<file path="src/rtl/divider_pkg.sv">
// Shared sizing and state types for the restoring divider and its benches.
package divider_pkg;

  localparam int DIV_MBITS     = 16;
  localparam int DIV_NBITS     = 16;
  localparam int DIV_COUNTBITS = 5;

  typedef enum logic {
    ST_IDLE,
    ST_RUN
  } state_e;

  typedef enum logic [1:0] {
    RES_OK,
    RES_DBZ,
    RES_OVF
  } res_e;

endpackage

</file>
<file path="src/rtl/divider_alu.sv">
// divALU: (MBITS+1)-bit subtractor returning difference and borrow for one restoring step.
module divALU
  import divider_pkg::*;
#(
  parameter int MBITS = DIV_MBITS
) (
  input  logic [MBITS:0] a,
  input  logic [MBITS:0] b,
  output logic [MBITS:0] diff,
  output logic           borrow
);

  always_comb begin
    {borrow, diff} = {1'b0, a} - {1'b0, b};
  end

endmodule

</file>
<file path="src/rtl/divider.sv">
// Restoring divider, one quotient bit per cycle, fixed NBITS+1 cycle latency.
// Define DIVIDER_SIGNED_EN for two's complement operands with sign fix-up.
module divider
  import divider_pkg::*;
#(
  parameter int MBITS     = DIV_MBITS,
  parameter int NBITS     = DIV_NBITS,
  parameter int COUNTBITS = DIV_COUNTBITS
) (
  input  logic                   wClk,
  input  logic                   nRst,
  input  logic                   start,
  input  logic [MBITS+NBITS-1:0] xDvd,
  input  logic [MBITS-1:0]       xDvs,
  output logic [NBITS-1:0]       xQuot,
  output logic [MBITS-1:0]       xRem,
  output logic                   busy,
  output logic                   done,
  output logic                   ovf,
  output logic                   dbz
);

  localparam int DW = MBITS + NBITS;
  localparam logic [COUNTBITS-1:0] LAST = COUNTBITS'(NBITS);

  state_e               state;
  res_e                 resPend;
  logic [COUNTBITS-1:0] count;
  logic [MBITS-1:0]     rem;
  logic [NBITS-1:0]     dq;
  logic [MBITS-1:0]     dvsMag;
  logic [DW-1:0]        dvdMag;
  logic [MBITS-1:0]     dvsInMag;
  logic [MBITS:0]       aluDiff;
  logic                 aluBorrow;
  logic                 keep;

`ifdef DIVIDER_SIGNED_EN
  logic signed [DW-1:0]    dvdS;
  logic signed [MBITS-1:0] dvsS;
  logic                    dvdNeg;
  logic                    quotNeg;

  assign dvdS     = xDvd;
  assign dvsS     = xDvs;
  assign dvdMag   = (dvdS < 0) ? -dvdS : dvdS;
  assign dvsInMag = (dvsS < 0) ? -dvsS : dvsS;

  // Most negative result is allowed one more unit of magnitude than the most positive.
  function automatic logic range_ovf(input logic [NBITS-1:0] mag, input logic neg);
    return neg ? (mag[NBITS-1] & (|mag[NBITS-2:0])) : mag[NBITS-1];
  endfunction

  function automatic logic [NBITS-1:0] fix_quot(input logic [NBITS-1:0] mag, input logic neg);
    return neg ? -mag : mag;
  endfunction

  function automatic logic [MBITS-1:0] fix_rem(input logic [MBITS-1:0] mag, input logic neg);
    return neg ? -mag : mag;
  endfunction
`else
  assign dvdMag   = xDvd;
  assign dvsInMag = xDvs;
`endif

  divALU #(.MBITS(MBITS)) u_alu (
    .a      ({rem, dq[NBITS-1]}),
    .b      ({1'b0, dvsMag}),
    .diff   (aluDiff),
    .borrow (aluBorrow)
  );

  // Keep the difference only when it is non-negative and fits the remainder width.
  assign keep = ~(aluBorrow | aluDiff[MBITS]);

  always_ff @(posedge wClk) begin
    if (!nRst) begin
      state <= ST_IDLE;
      busy  <= 1'b0;
      done  <= 1'b0;
      ovf   <= 1'b0;
      dbz   <= 1'b0;
      xQuot <= '0;
      xRem  <= '0;
      count <= '0;
    end else if (start) begin
      state  <= ST_RUN;
      busy   <= 1'b1;
      done   <= 1'b0;
      ovf    <= 1'b0;
      dbz    <= 1'b0;
      xQuot  <= '0;
      xRem   <= '0;
      count  <= '0;
      rem    <= dvdMag[DW-1:NBITS];
      dq     <= dvdMag[NBITS-1:0];
      dvsMag <= dvsInMag;
      if (dvsInMag == '0)
        resPend <= RES_DBZ;
      else if (dvdMag[DW-1:NBITS] >= dvsInMag)
        resPend <= RES_OVF;
      else
        resPend <= RES_OK;
`ifdef DIVIDER_SIGNED_EN
      dvdNeg  <= xDvd[DW-1];
      quotNeg <= xDvd[DW-1] ^ xDvs[MBITS-1];
`endif
    end else begin
      done <= 1'b0;
      case (state)
        ST_RUN: begin
          if (count == LAST) begin
            state <= ST_IDLE;
            busy  <= 1'b0;
            done  <= 1'b1;
            case (resPend)
              RES_DBZ: begin
                dbz   <= 1'b1;
                xQuot <= '1;
                xRem  <= '0;
              end
              RES_OVF: begin
                ovf   <= 1'b1;
                xQuot <= '1;
                xRem  <= '0;
              end
              default: begin
`ifdef DIVIDER_SIGNED_EN
                if (range_ovf(dq, quotNeg)) begin
                  ovf   <= 1'b1;
                  xQuot <= '1;
                  xRem  <= '0;
                end else begin
                  xQuot <= fix_quot(dq, quotNeg);
                  xRem  <= fix_rem(rem, dvdNeg);
                end
`else
                xQuot <= dq;
                xRem  <= rem;
`endif
              end
            endcase
          end else begin
            rem   <= keep ? aluDiff[MBITS-1:0] : {rem[MBITS-2:0], dq[NBITS-1]};
            dq    <= {dq[NBITS-2:0], keep};
            count <= count + COUNTBITS'(1);
          end
        end
        default: ;
      endcase
    end
  end

endmodule
</file>
<file path="config.mk">
export PLATFORM = sky130hd
export DESIGN_NAME = divider
export DESIGN_NICKNAME = d
export VERILOG_FILES = /design/src/rtl/divider_pkg.sv /design/src/rtl/divider_alu.sv /design/src/rtl/divider.sv
export SDC_FILE = /design/constraint.sdc
export NUM_CORES = 1
export LEC_CHECK = 0
export CORE_MARGIN = 1.5
export CORE_UTILIZATION = 59
export CTS_BUF_LIST = sky130_fd_sc_hd__clkbuf_8
export CTS_CLUSTER_DIAMETER = 40
export DETAILED_ROUTE_END_ITERATION = 8
export PLACE_DENSITY = 0.95
export SLEW_MARGIN = 40
export SYNTH_ARGS = -nofsm -noshare
export SYNTH_HDL_FRONTEND = slang
export SYNTH_SLANG_ARGS = --single-unit
</file>
<file path="constraint.sdc">
create_clock -name wClk -period 7.91 [get_ports wClk]
set_clock_uncertainty 0.15 [all_clocks]
set_input_delay 1.582 -clock wClk [delete_from_list [all_inputs] [get_ports wClk]]
set_output_delay 1.582 -clock wClk [all_outputs]
set_load 0.02 [all_outputs]
</file>
Word level (Yosys, flattened, before mapping). Cells that the tools add are included.

Register bits: 92. Latch bits: 0. Memory bits (writable): 0. Bits in read-only memories: 0. Input port bits: 51. Output and inout bits: 36. Logic and storage cells: 54. Memories kept: 0.

Add/sub/neg operators: 2. Multipliers: 0. Div/mod/pow operators: 0. Magnitude comparators: 1. Equal/unequal tests: 4. Shift operators: 0. Mux-type cells: 17. Bitwise gates (word level): 5. Reduce and logical (&&, ||, !) cells: 13.

Operators with widths (number): $mux W16 (9); $sub A17 B16 Y18 (1); $ge A16 B16 Y1 (1); $logic_not A16 Y1 (1); $reduce_and A3 Y1 (3); $reduce_and A2 Y1 (4); $mux W1 (7); $add A5 B1 Y5 const B (1); $eq A5 B5 Y1 const B (1); $not A1 Y1 (4); $reduce_bool A2 Y1 (2); $reduce_or A2 Y1 (2); $reduce_or A3 Y1 (1); $eq A2 B1 Y1 const B (1); $eq A2 B2 Y1 const B (1); $mux W2 (1); $ne A2 B2 Y1 const B (1); $or A1 B1 Y1 (1).

Logic depth before layout (Yosys ltp).
Depth after elaboration: 6. Gate-level depth with buffers: 13. Gate-level depth less buffers: 12.

Modules after synthesis. Synthesis repeated with hierarchy kept, for this count alone.

Cell total of the unflattened synthesis: 509. Area total of the unflattened synthesis: 5019.8 sq um.

Modules (own cells, without submodules): divider (times used 1, cells each 391, area an instance 4171.5 sq um, sequential area each 2342.2 sq um); divALU (times used 1, cells each 118, area an instance 848.3 sq um, sequential area each 0.0 sq um).

Worst setup path after synthesis. No wires, ideal clock.

Kind: input to register. From: input start. To: register dq[0] (enable). Library setup time: 0.391 ns. Arrival: 3.013 ns. Data required time: 7.369 ns. Setup slack: 4.356 ns. Stages: 3. Path buffers: 2. Path through: clkbuf_1 > buf_1 > o21a_1.

Longest elaborated chain between the ends: 2. Elaborated cells between the ends (all ways): 3. Those cells by class: 1 x eq/ne; 2 x reduce/logical.

Ends and longest elaborated chain: from (decl) (line divider.sv:12) `input logic start,`; $ne A2 B2 Y1 (no line) or $reduce_bool A2 Y1 (tied branches); $reduce_and A3 Y1 (no line) (*); to (signal assigned) (line divider.sv:96) `dq <= dvdMag[NBITS-1:0];`; to (signal assigned) (line divider.sv:145) `dq <= {dq[NBITS-2:0], keep};`; to (decl) (line divider.sv:30) `logic [NBITS-1:0] dq;`.

Every way passes the cells marked *; elsewhere a longest branch is shown, timed or not. A chain may end at the register's enable or synchronous reset.

Worst setup path after layout.
From: register dq[15]. To: register rem[2] (data pin).

Longest elaborated chain between the ends: 6.

Ends and longest elaborated chain: $sub A17 B16 Y18 (*) (line divider_alu.sv:14) `{borrow, diff} = {1'b0, a} - {1'b0, b};`; $or A1 B1 Y1 (line divider.sv:74) `assign keep = ~(aluBorrow | aluDiff[MBITS]);`; $mux W16 (*) (line divider.sv:144) `rem <= keep ? aluDiff[MBITS-1:0] : {rem[MBITS-2:0], dq[NBITS-1]};`; $mux W16 (*) (line divider.sv:112) `if (count == LAST) begin`; $mux W16 (*) (line divider.sv:110) `case (state)`; $mux W16 (*) (line divider.sv:86) `end else if (start) begin`; to (signal assigned) (line divider.sv:95) `rem <= dvdMag[DW-1:NBITS];`; to (signal assigned) (line divider.sv:144); to (decl) (line divider.sv:29) `logic [MBITS-1:0] rem;`.

Every way passes the cells marked *; elsewhere a longest branch is shown, timed or not. The select of a mux whose other input is x is not followed.

==> tab_implementation.tex <==
\begin{tabular}{lr}
\hline
Metric & Value \\
\hline
\multicolumn{2}{l}{\textbf{Outcome}} \\
Run status & finished clean \\
\multicolumn{2}{l}{\textbf{Floorplanning}} \\
Ports placed on the boundary & between 80 and 90 \\
Number of core rows & 33 \\
Die Span Y & 95.8 um \\
Die Outline Area & approximately 0.0092 mm2 \\
Standard cell core area & between 0.008 and 0.009 mm2 \\
DIE WIDTH & around 96 um \\
Starting density of the core & about three fifths \\
\multicolumn{2}{l}{\textbf{Pwr}} \\
Largest voltage drop on the vdd net & around 110 uV \\
Psw & $\sim$0.35 mW \\
Proportion of power drawn by the clock network & 27.7\% \\
Power density relative to cell area & 182 mW/mm2 \\
Switching share of power & approximately 31\% \\
Sequential cell fraction of total power & $\sim$49\% \\
Static Leakage & $\sim$2.4 nW \\
Cell internal pwr & a little under 0.8 mW \\
Power share of the combinational group & between 20\% and 30\% \\
Total power of the final layout & roughly 1.1 mW \\
\multicolumn{2}{l}{\textbf{Critical path}} \\
Cells along the critical path & inv\_1 -> ha\_1 -> inv\_1 -> fa\_1 -> a21o\_1 -> nand4\_1 -> a211oi\_1 -> o21ai\_2 -> and2\_4 -> o41ai\_4 -> buf\_4 -> mux2\_2 -> mux2\_2 \\
Category of the worst setup path launch point & flop \\
Arrival time at the worst endpoint & slightly below 4000 ps \\
Worst path max stage delay & $\sim$530 ps \\
Kind of critical path & flop to flop \\
Worst EP required & 7900 ps \\
Critical path endpoint category & flop \\
Cell with the biggest individual delay on the critical path & o41ai\_4 \\
Max FO, Critical Path & 9 \\
\multicolumn{2}{l}{\textbf{Global route}} \\
Pin count of the biggest net entering global routing & 34 \\
Tot GR Track Use & around 30\% \\
Via count of the first global-routing pass & between 4k and 5k \\
Initial antenna violation count & 0 \\
Global-route wire length before repair & 20.8 mm \\
GR Overflow Total & 0 \\
\multicolumn{2}{l}{\textbf{Place}} \\
Placed Instances & 680 \\
HPWL Detailed & between 9 and 10 mm \\
Buffers added on ports & 86 \\
GPL Wtd Cong & just over 0.9 \\
\multicolumn{2}{l}{\textbf{Drt}} \\
Detailed router's first-iteration violation count & $\sim$240 \\
Post-DRT Antenna Nets & 0 \\
Wire length after detailed routing & 13.1 mm \\
Length of the first detailed-routing pass in iterations & 6 \\
Number of vias after detailed routing & about 4.2k \\
Post-route DRC & 0 \\
DR WL/cell & approximately 19 um \\
Via-to-Cell Ratio & 6.04 \\
\multicolumn{2}{l}{\textbf{STA}} \\
Setup repair after global routing missed its margin & no \\
Shortest clock period the worst path allows after layout & roughly 4000 ps \\
Number of hold violations in the final report & 0 \\
Tightest slew margin relative to the limit & 48.3\% \\
Max Freq & around 250 MHz \\
Worst slew pin tran & 776 ps \\
Number of pins with negative max-slew slack in the final report & 0 \\
Final period util & about half \\
Summed negative setup slack over all endpoints & 0 ps \\
Total setup violations reported at the end of the flow & 0 \\
\multicolumn{2}{l}{\textbf{Finish}} \\
Layout Cells excl Fill & 696 \\
Commonest non-fill, non-tap cells in the layout & clkdlybuf4s50\_1 (85), edfxtp\_1 (50), nor2\_1 (43) \\
Flip-flop and latch area & $\sim$0.0023 mm2 \\
Antenna Cells & 0 \\
Number of nets in the layout & roughly 670 \\
Synth-to-Final Area Change & 22.5\% \\
Ratio of cells with drive above 1 in the final layout & slightly above 10\% \\
Combined area of the multi-input logic cells & $\sim$0.0025 mm2 \\
Most common cell after layout, fill and taps aside & clkdlybuf4s50\_1 \\
Number of filler cells placed in the layout & 574 \\
\multicolumn{2}{l}{\textbf{Clock network}} \\
Clock transition at path regs & about 100 ps \\
Maximum buffer depth of the clock tree & 2 \\
Maximum level of the CTS H-tree & 3 \\
Clock root buffer & clkbuf\_8 \\
PostCTS Resize Cnt & 0 \\
Clock latency at the later pin of the worst-skew pair & 380 ps \\
TritonCTS clock tree & built \\
CTS Sinks & 92 \\
Number of buffers added for setup after CTS & 0 \\
Number of buffers created by CTS & 9 \\
Number of hold buffers added after CTS & 0 \\
\multicolumn{2}{l}{\textbf{Logic synthesis}} \\
Share of the synthesized area in the top cell type & 29.5\% \\
Post-synthesis cell count & about 500 \\
Number of synthesis warnings & 0 \\
Number of flops mapped to enable cells by yosys & 50 \\
Most frequently used flop master after synthesis & edfxtp\_1 \\
Fraction of registers with async set/reset & 0\% \\
Seq cells post-synth & 92 \\
Sequential area share after synthesis & between 40\% and 50\% \\
Most area-hungry cell type in the Yosys netlist & edfxtp\_1 \\
Synth Cell Area & $\sim$0.0051 mm2 \\
Syn\_area\_per\_cell & between 10 and 15 um2 \\
Leading post-synthesis cells by cell area & edfxtp\_1 (30\%), dfxtp\_1 (17\%), ha\_1 (8.9\%), mux2\_2 (6.2\%), a21oi\_1 (3.5\%) \\
Number of unique standard cell types used by synthesis & slightly below 60 \\
Post-Synthesis Net Count & a little under 600 \\
\multicolumn{2}{l}{\textbf{Job}} \\
Max-capacitance violation count & 0 \\
\multicolumn{2}{l}{\textbf{Min path}} \\
Worst Hold Class & flop to flop \\
\hline
\end{tabular}
## cells by family after synthesis
kind of cell             share of synthesized area, %
multiplexers                                     8.41
AO/OA/AOI/OAI                                    12.2
adder cells (fa/ha/maj)                          9.25
AND/OR/NAND/NOR                                  16.4
flip-flops                                       46.1
buffers and inverters                            4.97
XOR/XNOR                                         2.76
## worst max-delay path: cells and delay by family (launching register included)
kind | cells | cell delay, ps
mux | 2 | 630
flops | 1 | 340
fa+ha+maj | 2 | 450
simple gates | 2 | 400
compound gates | 4 | 1270
buf+inv | 3 | 460
## power groups by stage
stage          clock network (mW)  registers, mW  logic [mW]
2_1_floorplan                   0          0.552       0.189
6_report                    0.314          0.549       0.270
5_1_grt                     0.335          0.551       0.293
3_5_place_dp                    0          0.559       0.264
3_3_place_gp                    0          0.558       0.249
4_1_cts                     0.313          0.549       0.267
## flip-flops by register name, indices dropped and copies added (netlist names)
register / count
resPend: 2
rem: 16
state: 1
xRem: 16
ovf: 1
count: 5
dvsMag: 16
xQuot: 16
dq: 16
busy: 1
done: 1
dbz: 1
## path summary, 6_finish.rpt
| check | from | end | slack (ps) | depth (start not counted) |
|---|---|---|---|---|
| hold / removal | xRem[9] | xRem[9] | 310 | 2 |
| setup reg to reg | dq[15] | rem[2] | 3980 | 13 |
| setup / recovery | dq[15] | rem[2] | 3980 | 13 |
| hold reg to reg | xRem[9] | xRem[9] | 310 | 2 |
## cell usage after synthesis, drive strengths merged, types with 9 or more instances
cell type and instances:
edfxtp 50, nor2 43, dfxtp 42, inv 41
a21oi 36, ha 36, nand2 35, mux2 30
clkbuf 20, nand3 19, nor3 17, nor3b 17
o21ai 15, mux2i 9, xnor2 9
## per-stage QoR
| stage | hold WS (ps) | instance area [um2] | setup WS, ps | utilization (%) |
|---|---|---|---|---|
| finish | 307 | 6230 | 3980 | 75.1 |
| global route | 335 | 6230 | 3750 | 75.1 |
| CTS | 307 | 6230 | 4010 | 75.1 |
| detailed placement | 294 | 6040 | 3970 | 72.8 |
| global placement | 289 | 6000 | 4000 | 72.3 |
| floorplan | 321 | 5090 | 4360 | - |
## layout make-up
class | count | area share, %
Multi-Input combinational cell | 351 | 40.1
Inverter | 41 | 2.47
Timing Repair Buffer | 91 | 14.7
Tap cell | 105 | 2.11
Clock inverter | 7 | 1.08
Sequential cell | 92 | 37.6
Clock buffer | 9 | 1.99
## metal layers
layer | part of all wire, % | vias up | track usage [%]
met5 | 0 | - | 0
met3 | 4.8 | 38 | 4.27
met1 | 41 | 2014 | 37.7
met4 | 3.8 | 0 | 14.1
met2 | 51 | 166 | 51.5
li1 | - | 1989 | -
(Power assumes the default switching activity.)
